$ cat config.mk
export PLATFORM = sky130hd
export DESIGN_NAME = vram_fill_writer
export DESIGN_NICKNAME = d
export VERILOG_FILES = /design/src/rtl/vram_fill_writer.sv
export SDC_FILE = /design/constraint.sdc
export NUM_CORES = 1
export LEC_CHECK = 0
export BUFFER_PORTS_ARGS = -buffer_cell sky130_fd_sc_hd__clkbuf_2
export CAP_MARGIN = 25
export CORE_MARGIN = 3
export CORE_UTILIZATION = 45
export CTS_BUF_LIST = sky130_fd_sc_hd__clkbuf_4 sky130_fd_sc_hd__clkbuf_8
export DETAILED_ROUTE_END_ITERATION = 8
export PLACE_DENSITY = 0.71
export SYNTH_ARGS = -nofsm -noshare
export SYNTH_HDL_FRONTEND = slang
export SYNTH_SLANG_ARGS = --single-unit
$ cat constraint.sdc
create_clock -name clk -period 3 [get_ports clk]
set_input_delay 0.15 -clock clk [delete_from_list [all_inputs] [get_ports clk]]
set_output_delay 0.15 -clock clk [all_outputs]
set_load 0.005 [all_outputs]
$ cat src/rtl/vram_fill_writer.sv
// Rectangle-fill write engine for the 640x480 RGB444 VRAM: one pixel write per clock, row-major.
// Optional clipping to the visible area is enabled by defining VRAM_FILL_CLIP_EN.
module vram_fill_writer #(
    parameter int H_RES = 640,
    parameter int V_RES = 480
) (
    input  logic        clk,
    input  logic        clrn,
    input  logic        cmd_valid,
    output logic        cmd_ready,
    input  logic [9:0]  cmd_x,
    input  logic [8:0]  cmd_y,
    input  logic [9:0]  cmd_w,
    input  logic [8:0]  cmd_h,
    input  logic [11:0] cmd_color,
    output logic        busy,
    output logic        done,
    output logic        vram_we,
    output logic [18:0] vram_addr,
    output logic [11:0] vram_wdata
);

`ifdef VRAM_FILL_CLIP_EN
    localparam bit CLIP_EN = 1'b1;
`else
    localparam bit CLIP_EN = 1'b0;
`endif

    typedef enum logic [1:0] {
        IDLE = 2'd0,
        FILL = 2'd1,
        DONE = 2'd2
    } state_t;

    state_t      state_reg, state_next;
    logic [9:0]  x0_reg, w_reg, cx_reg;
    logic [8:0]  y0_reg, h_reg, cy_reg;
    logic [11:0] color_reg;

    logic        accept;
    logic        row_end;
    logic        last_pixel;
    logic [10:0] x_sum;
    logic [9:0]  y_sum;
    logic        in_view;

    assign accept     = cmd_valid && (state_reg == IDLE);
    assign row_end    = (cx_reg == w_reg - 10'd1);
    assign last_pixel = row_end && (cy_reg == h_reg - 9'd1);

    // Keep the carry bit so wrapped coordinates still count as off-screen when clipping.
    assign x_sum   = {1'b0, x0_reg} + {1'b0, cx_reg};
    assign y_sum   = {1'b0, y0_reg} + {1'b0, cy_reg};
    assign in_view = (x_sum < 11'(H_RES)) && (y_sum < 10'(V_RES));

    always_ff @(posedge clk or negedge clrn) begin
        if (!clrn) begin
            state_reg <= IDLE;
        end else begin
            state_reg <= state_next;
        end
    end

    always_comb begin
        state_next = state_reg;
        case (state_reg)
            IDLE: begin
                if (accept) begin
                    state_next = (cmd_w != 10'd0 && cmd_h != 9'd0) ? FILL : DONE;
                end
            end
            FILL: begin
                if (last_pixel) begin
                    state_next = DONE;
                end
            end
            DONE:    state_next = IDLE;
            default: state_next = IDLE;
        endcase
    end

    always_ff @(posedge clk or negedge clrn) begin
        if (!clrn) begin
            x0_reg    <= '0;
            y0_reg    <= '0;
            w_reg     <= '0;
            h_reg     <= '0;
            color_reg <= '0;
            cx_reg    <= '0;
            cy_reg    <= '0;
        end else if (accept) begin
            x0_reg    <= cmd_x;
            y0_reg    <= cmd_y;
            w_reg     <= cmd_w;
            h_reg     <= cmd_h;
            color_reg <= cmd_color;
            cx_reg    <= '0;
            cy_reg    <= '0;
        end else if (state_reg == FILL) begin
            if (row_end) begin
                cx_reg <= '0;
                cy_reg <= cy_reg + 9'd1;
            end else begin
                cx_reg <= cx_reg + 10'd1;
            end
        end
    end

    // Outputs are decoded purely from registered state, so reset clears them at once.
    always_comb begin
        cmd_ready  = (state_reg == IDLE);
        busy       = (state_reg == FILL);
        done       = (state_reg == DONE);
        vram_we    = (state_reg == FILL) && (!CLIP_EN || in_view);
        vram_addr  = {x_sum[9:0], y_sum[8:0]};
        vram_wdata = color_reg;
    end

endmodule
# Word level (Yosys, flattened, before mapping)
# Cells that the tools add are included.
[totals]
ff_bits = 71
in_bits = 53
[classes]
n_addsub = 6
n_eq_ne = 6
muxes = 10
reduce_logical = 10
[op_table]
columns = ["cell", "n"]
rows = [
  ["10-bit two-way mux", 3],
  ["9-bit two-way mux", 3],
  ["10-bit by 1-bit adder with 10-bit output, second input constant", 1],
  ["10-bit adder", 1],
  ["10-bit == test", 1],
  ["10-bit nonzero test", 1],
  ["10-bit by 1-bit subtractor with 10-bit output, second input constant", 1],
  ["9-bit by 1-bit adder with 9-bit output, second input constant", 1],
  ["9-bit adder", 1],
  ["9-bit == test", 1],
  ["9-bit nonzero test", 1],
  ["9-bit by 1-bit subtractor with 9-bit output, second input constant", 1],
  ["2-bit two-way mux", 3],
  ["2-bit by 1-bit != test with 1-bit output, second input constant", 2],
  ["2-bit case mux with 2 select lines", 1],
  ["2-bit AND reduction", 2],
  ["2-bit nonzero test", 2],
  ["1-bit logical AND", 3],
  ["2-bit by 1-bit == test with 1-bit output, second input constant", 1],
  ["2-bit == test, second input constant", 1],
  ["2-bit logical NOT", 1],
]

# Logic depth before layout (Yosys ltp)
[logic_depth]
word_depth = 5
depth_mapped = 10
ltp_nobuf = 10

# Least setup slack after synthesis
# OpenSTA, ideal clock, no wires.
[synth_path]
path_type = "reg-to-reg"
startpoint = "reg w_reg[0]"
endpoint = "reg cx_reg[6]"
setup_time_ns = 0.121
arrival_ns = 2.840
required_time_ns = 2.879
path_slack_ns = 0.039
path_stages_with_launch = 11
path_cell_list = "dfrtp_1 inv_1 ha_1 or4b_1 or3_4 a2111oi_4 nand4_1 or2_2 buf_2 a31o_2 a22o_1"
[synth_via]
elab_chain_cells = 5
[synth_rtl]
columns = ["item", "line_no", "source"]
rows = [
  ["start: declaration", "36", "logic [9:0] x0_reg, w_reg, cx_reg;"],
  ["start signal: assignment", "94", "w_reg <= cmd_w;"],
  ["10-bit by 1-bit subtractor with 10-bit output", "48", "assign row_end = (cx_reg == w_reg - 10'd1);"],
  ["10-bit == test", "48", ""],
  ["10-bit two-way mux", "100", "if (row_end) begin"],
  ["10-bit two-way mux", "99", "end else if (state_reg == FILL) begin"],
  ["10-bit two-way mux", "91", "end else if (accept) begin"],
  ["end signal: assignment", "104", "cx_reg <= cx_reg + 10'd1;"],
  ["end: declaration", "36", ""],
]
# Every way passes these cells. The select of a mux whose other input is x is not followed.
# A chain may end at the register's enable or synchronous reset.

# Worst setup path in the final report
[layout_path]
startpoint = "reg w_reg[0]"
endpoint = "reg cy_reg[4]"
[layout_via]
elab_chain_cells = 4
[layout_rtl]
columns = ["item", "line_no", "source"]
rows = [
  ["10-bit by 1-bit subtractor with 10-bit output", "48", ""],
  ["10-bit == test", "48", ""],
  ["2-bit nonzero test (no source line)", "--", ""],
  ["2-bit AND reduction (no source line)", "--", ""],
  ["end signal: assignment", "102", "cy_reg <= cy_reg + 9'd1;"],
  ["end: declaration", "37", "logic [8:0] y0_reg, h_reg, cy_reg;"],
]
# Every way passes these cells.

==> impl_metrics.json <==
{
  "synth_top_area_share_pct": 41.1,
  "ff2ff_setup_slack_ns": 0.03,
  "stdcell_area_sq_um": 5480,
  "required_ns": 3.28,
  "grt_usage_pct": 20.3,
  "synth_edf_count": 0,
  "rsz0062_at_grt": "true",
  "grt_pass1_vias": 3857,
  "worstPathMaxFanout": 4,
  "power_density_nw_per_um2": 987,
  "area_delta_synth_final_pct": 26.9,
  "dp_worst_setup_slack_ns": -0.0261,
  "hold_start": "cmd_y[3]",
  "slowest_stage": "or4_4",
  "diodes": 0,
  "dieArea_sq_um": 10800,
  "largest_reg_flops": 12,
  "ys_ff_latch": 71,
  "drtIter0Drc": 185,
  "slew_headroom_pct": 55.0,
  "startpoint_type": "flip-flop",
  "wl_per_cell_um": 14.2,
  "std_cell_rows": 35,
  "hold_violations": 1,
  "cap_violations": 0,
  "via_count": 3921,
  "grt_first_pass_wirelength_um": 18000,
  "drt_first_pass_iters": 5,
  "crit_family": "simple AND/OR/NAND/NOR gates",
  "min_path_type": "in2reg",
  "core_area_sq_um": 9280,
  "clock_path_buffers": 2,
  "fin_util_pct": 59.0,
  "min_period_over_period_pct": 98.9,
  "critPathMaxStageDelay_ns": 0.47,
  "synth_ff_type": "dfrtp_1",
  "syn_inst": 508,
  "cp.arrival_ns": 3.24,
  "fin_skew_ns": 0.0131,
  "path_buf_inv": 1,
  "root_buffer": "clkbuf_8",
  "dpl.hpwl_um": 7700,
  "finalPower_mw": 5.41,
  "grt_antenna_before_repair": 0,
  "worst_slew_pin_slew_ns": 0.673,
  "synth_fp_nets": 584,
  "ys_types": 54,
  "yosysSeqAreaShare_pct": 41.1,
  "yosys_warnings": 0,
  "drive_gt1_share_pct": 22.6,
  "cts_sinks": 71,
  "netlist_area_sq_um": 4320,
  "placed_cell_area_sq_um": 4950,
  "die_h_um": 104,
  "pin_count": 88,
  "fillCellCount": 851,
  "yosysMostFrequentCell": "nand2_1",
  "fin_hold_ws_ns": -0.000949,
  "fmaxAchievable_ghz": 0.337,
  "violations": "hold timing",
  "via_per_inst": 5.15,
  "crit_chain": "inv_2 -> ha_4 -> or4b_4 -> or3_4 -> a2111oi_4 -> nand4_1 -> or4_4 -> or3_1 -> a21oi_1",
  "reg2reg_from": "w_reg[0]",
  "clk_pin_slew_ns": 0.08,
  "synthTopCellsByArea": "dfrtp_1 41%, nand2_1 14%, ha_1 6.1%, xnor2_1 5.7%, xor2_1 2.6%",
  "hold_path_depth": 3,
  "post-route-min-period_ns": 2.97,
  "grt.overflow.total": 0,
  "cts-buffers-inserted": 9,
  "synth_common_cells": "159 x nand2_1, 71 x dfrtp_1, 28 x xnor2_1, 24 x inv_1",
  "drc_errors": 0,
  "synth_top_area_cell": "dfrtp_1",
  "status": "complete, but fails checks",
  "async_flop_share_pct": 100,
  "fin_ws_ns": 0.0330,
  "drv_slew": 0,
  "whs_endpoint": "y0_reg[3]",
  "wl_um": 10800,
  "syn_area_per_cell_sq_um": 8.50,
  "critical_path_class": "reg2reg",
  "grt_max_degree": 43,
  "io_buffers": 87,
  "leakage_nw": 2.74,
  "clk_latency_ns": 0.35,
  "gp_routability_congestion": 0.891,
  "ant_nets": 0,
  "htree_levels": 3,
  "setup_viol": 0,
  "cts_tree": "yes",
  "crit_path_end_kind": "flip-flop",
  "ir_worst_vdd_uv": 486,
  "nets": 704,
  "rr_worst_depth": 9,
  "dieWidth_um": 104,
  "initial_core_util_pct": 46.5,
  "timing.rr.end": "cy_reg[4]"
}
-- per-layer routing --
metal | vias to the layer above | global-route usage, % | part of all wire (%)
li1 | 1959 | - | -
met1 | 1853 | 25.5 | 44
met2 | 97 | 36.3 | 51
met3 | 12 | 2.98 | 3.6
met4 | 0 | 5.98 | 1.5
met5 | - | 0 | 0
-- cells in the final DEF, fill, tap and decap left out, types with 3 or more instances in the layout --
| master | instances |
|---|---|
| buf_4 | 17 |
| a22o_1 | 5 |
| nand2b_1 | 7 |
| a31o_2 | 4 |
| or3_1 | 3 |
| xnor2_1 | 28 |
| or2_2 | 4 |
| nor3b_1 | 3 |
| nand2_1 | 159 |
| nor2b_1 | 3 |
| inv_1 | 22 |
| a21oi_1 | 21 |
| nand3_1 | 12 |
| ha_1 | 20 |
| clkbuf_8 | 9 |
| mux2i_1 | 7 |
| nand4_1 | 7 |
| o21ai_0 | 21 |
| nor2_1 | 15 |
| dlygate4sd3_1 | 24 |
| clkbuf_2 | 86 |
| dfrtp_1 | 70 |
| o21bai_1 | 6 |
| nor4_1 | 4 |
| a21o_1 | 4 |
| nor3_1 | 10 |
| xor2_1 | 13 |
-- cell families after synthesis --
family | count (synthesis) | synth area share [%]
flip-flops | 71 | 41.1
adder cells (fa/ha/maj) | 23 | 7.01
multiplexers | 7 | 1.62
AO/OA/AOI/OAI | 79 | 12.4
XOR/XNOR | 41 | 8.32
buffers and inverters | 43 | 3.85
AND/OR/NAND/NOR | 244 | 25.7
-- worst max path at each step --
stage / slack [ns] / depth (start not counted) / startpoint / end
after global placement: 0.07 / 9 / w_reg[1] / cx_reg[9]
after floorplan: 0.04 / 10 / w_reg[0] / cx_reg[6]
after CTS: 0.006 / 9 / cx_reg[1] / vram_addr[18]
after detailed placement: -0.03 / 9 / w_reg[1] / cy_reg[4]
after global routing: -0.11 / 9 / w_reg[0] / cy_reg[4]
final: 0.03 / 9 / w_reg[0] / cy_reg[4]
-- power breakdown --
part,total (mW),internal [mW],switching [mW]
combinational,2.83,1.27,1.57
clock,0.869,0.489,0.380
sequential,1.70,1.35,0.349
-- metrics by stage --
stage          instances  hold WS (ns)  setup TNS, ns
6_report             762     -0.000949              0
5_1_grt              762       0.00994         -0.289
3_5_place_dp         719         0.171        -0.0294
3_3_place_gp         719         0.165              0
4_1_cts              760      0.000207              0
2_1_floorplan        508        -0.146              0
-- worst min-delay path: stages --
cell and delay, ns:
clkbuf_2 0.08, nand2_1 0.04, nand2_1 0.05
-- timing repair --
item / 4_1_cts / 5_1_grt
setup endpoints to repair: 4 / 12
buffers inserted: 1 / 2
hold buffers: 24 / 0
resized for setup: 1 / 10
hold endpoints to repair: 44 / 0
pin swaps: 2 / 0
-- layout make-up --
| class | count | area, sq um | area share [%] |
|---|---|---|---|
| multi-input cells | 394 | 2420 | 44.3 |
| flip-flops and latches | 71 | 1780 | 32.5 |
| repair buffers | 128 | 803 | 14.7 |
| well taps | 129 | 161 | 2.95 |
| clock buffers | 11 | 139 | 2.54 |
| inverters | 24 | 90.1 | 1.64 |
| clock inverters | 5 | 81.3 | 1.48 |
Note: power is estimated with default switching activity, not from simulation.
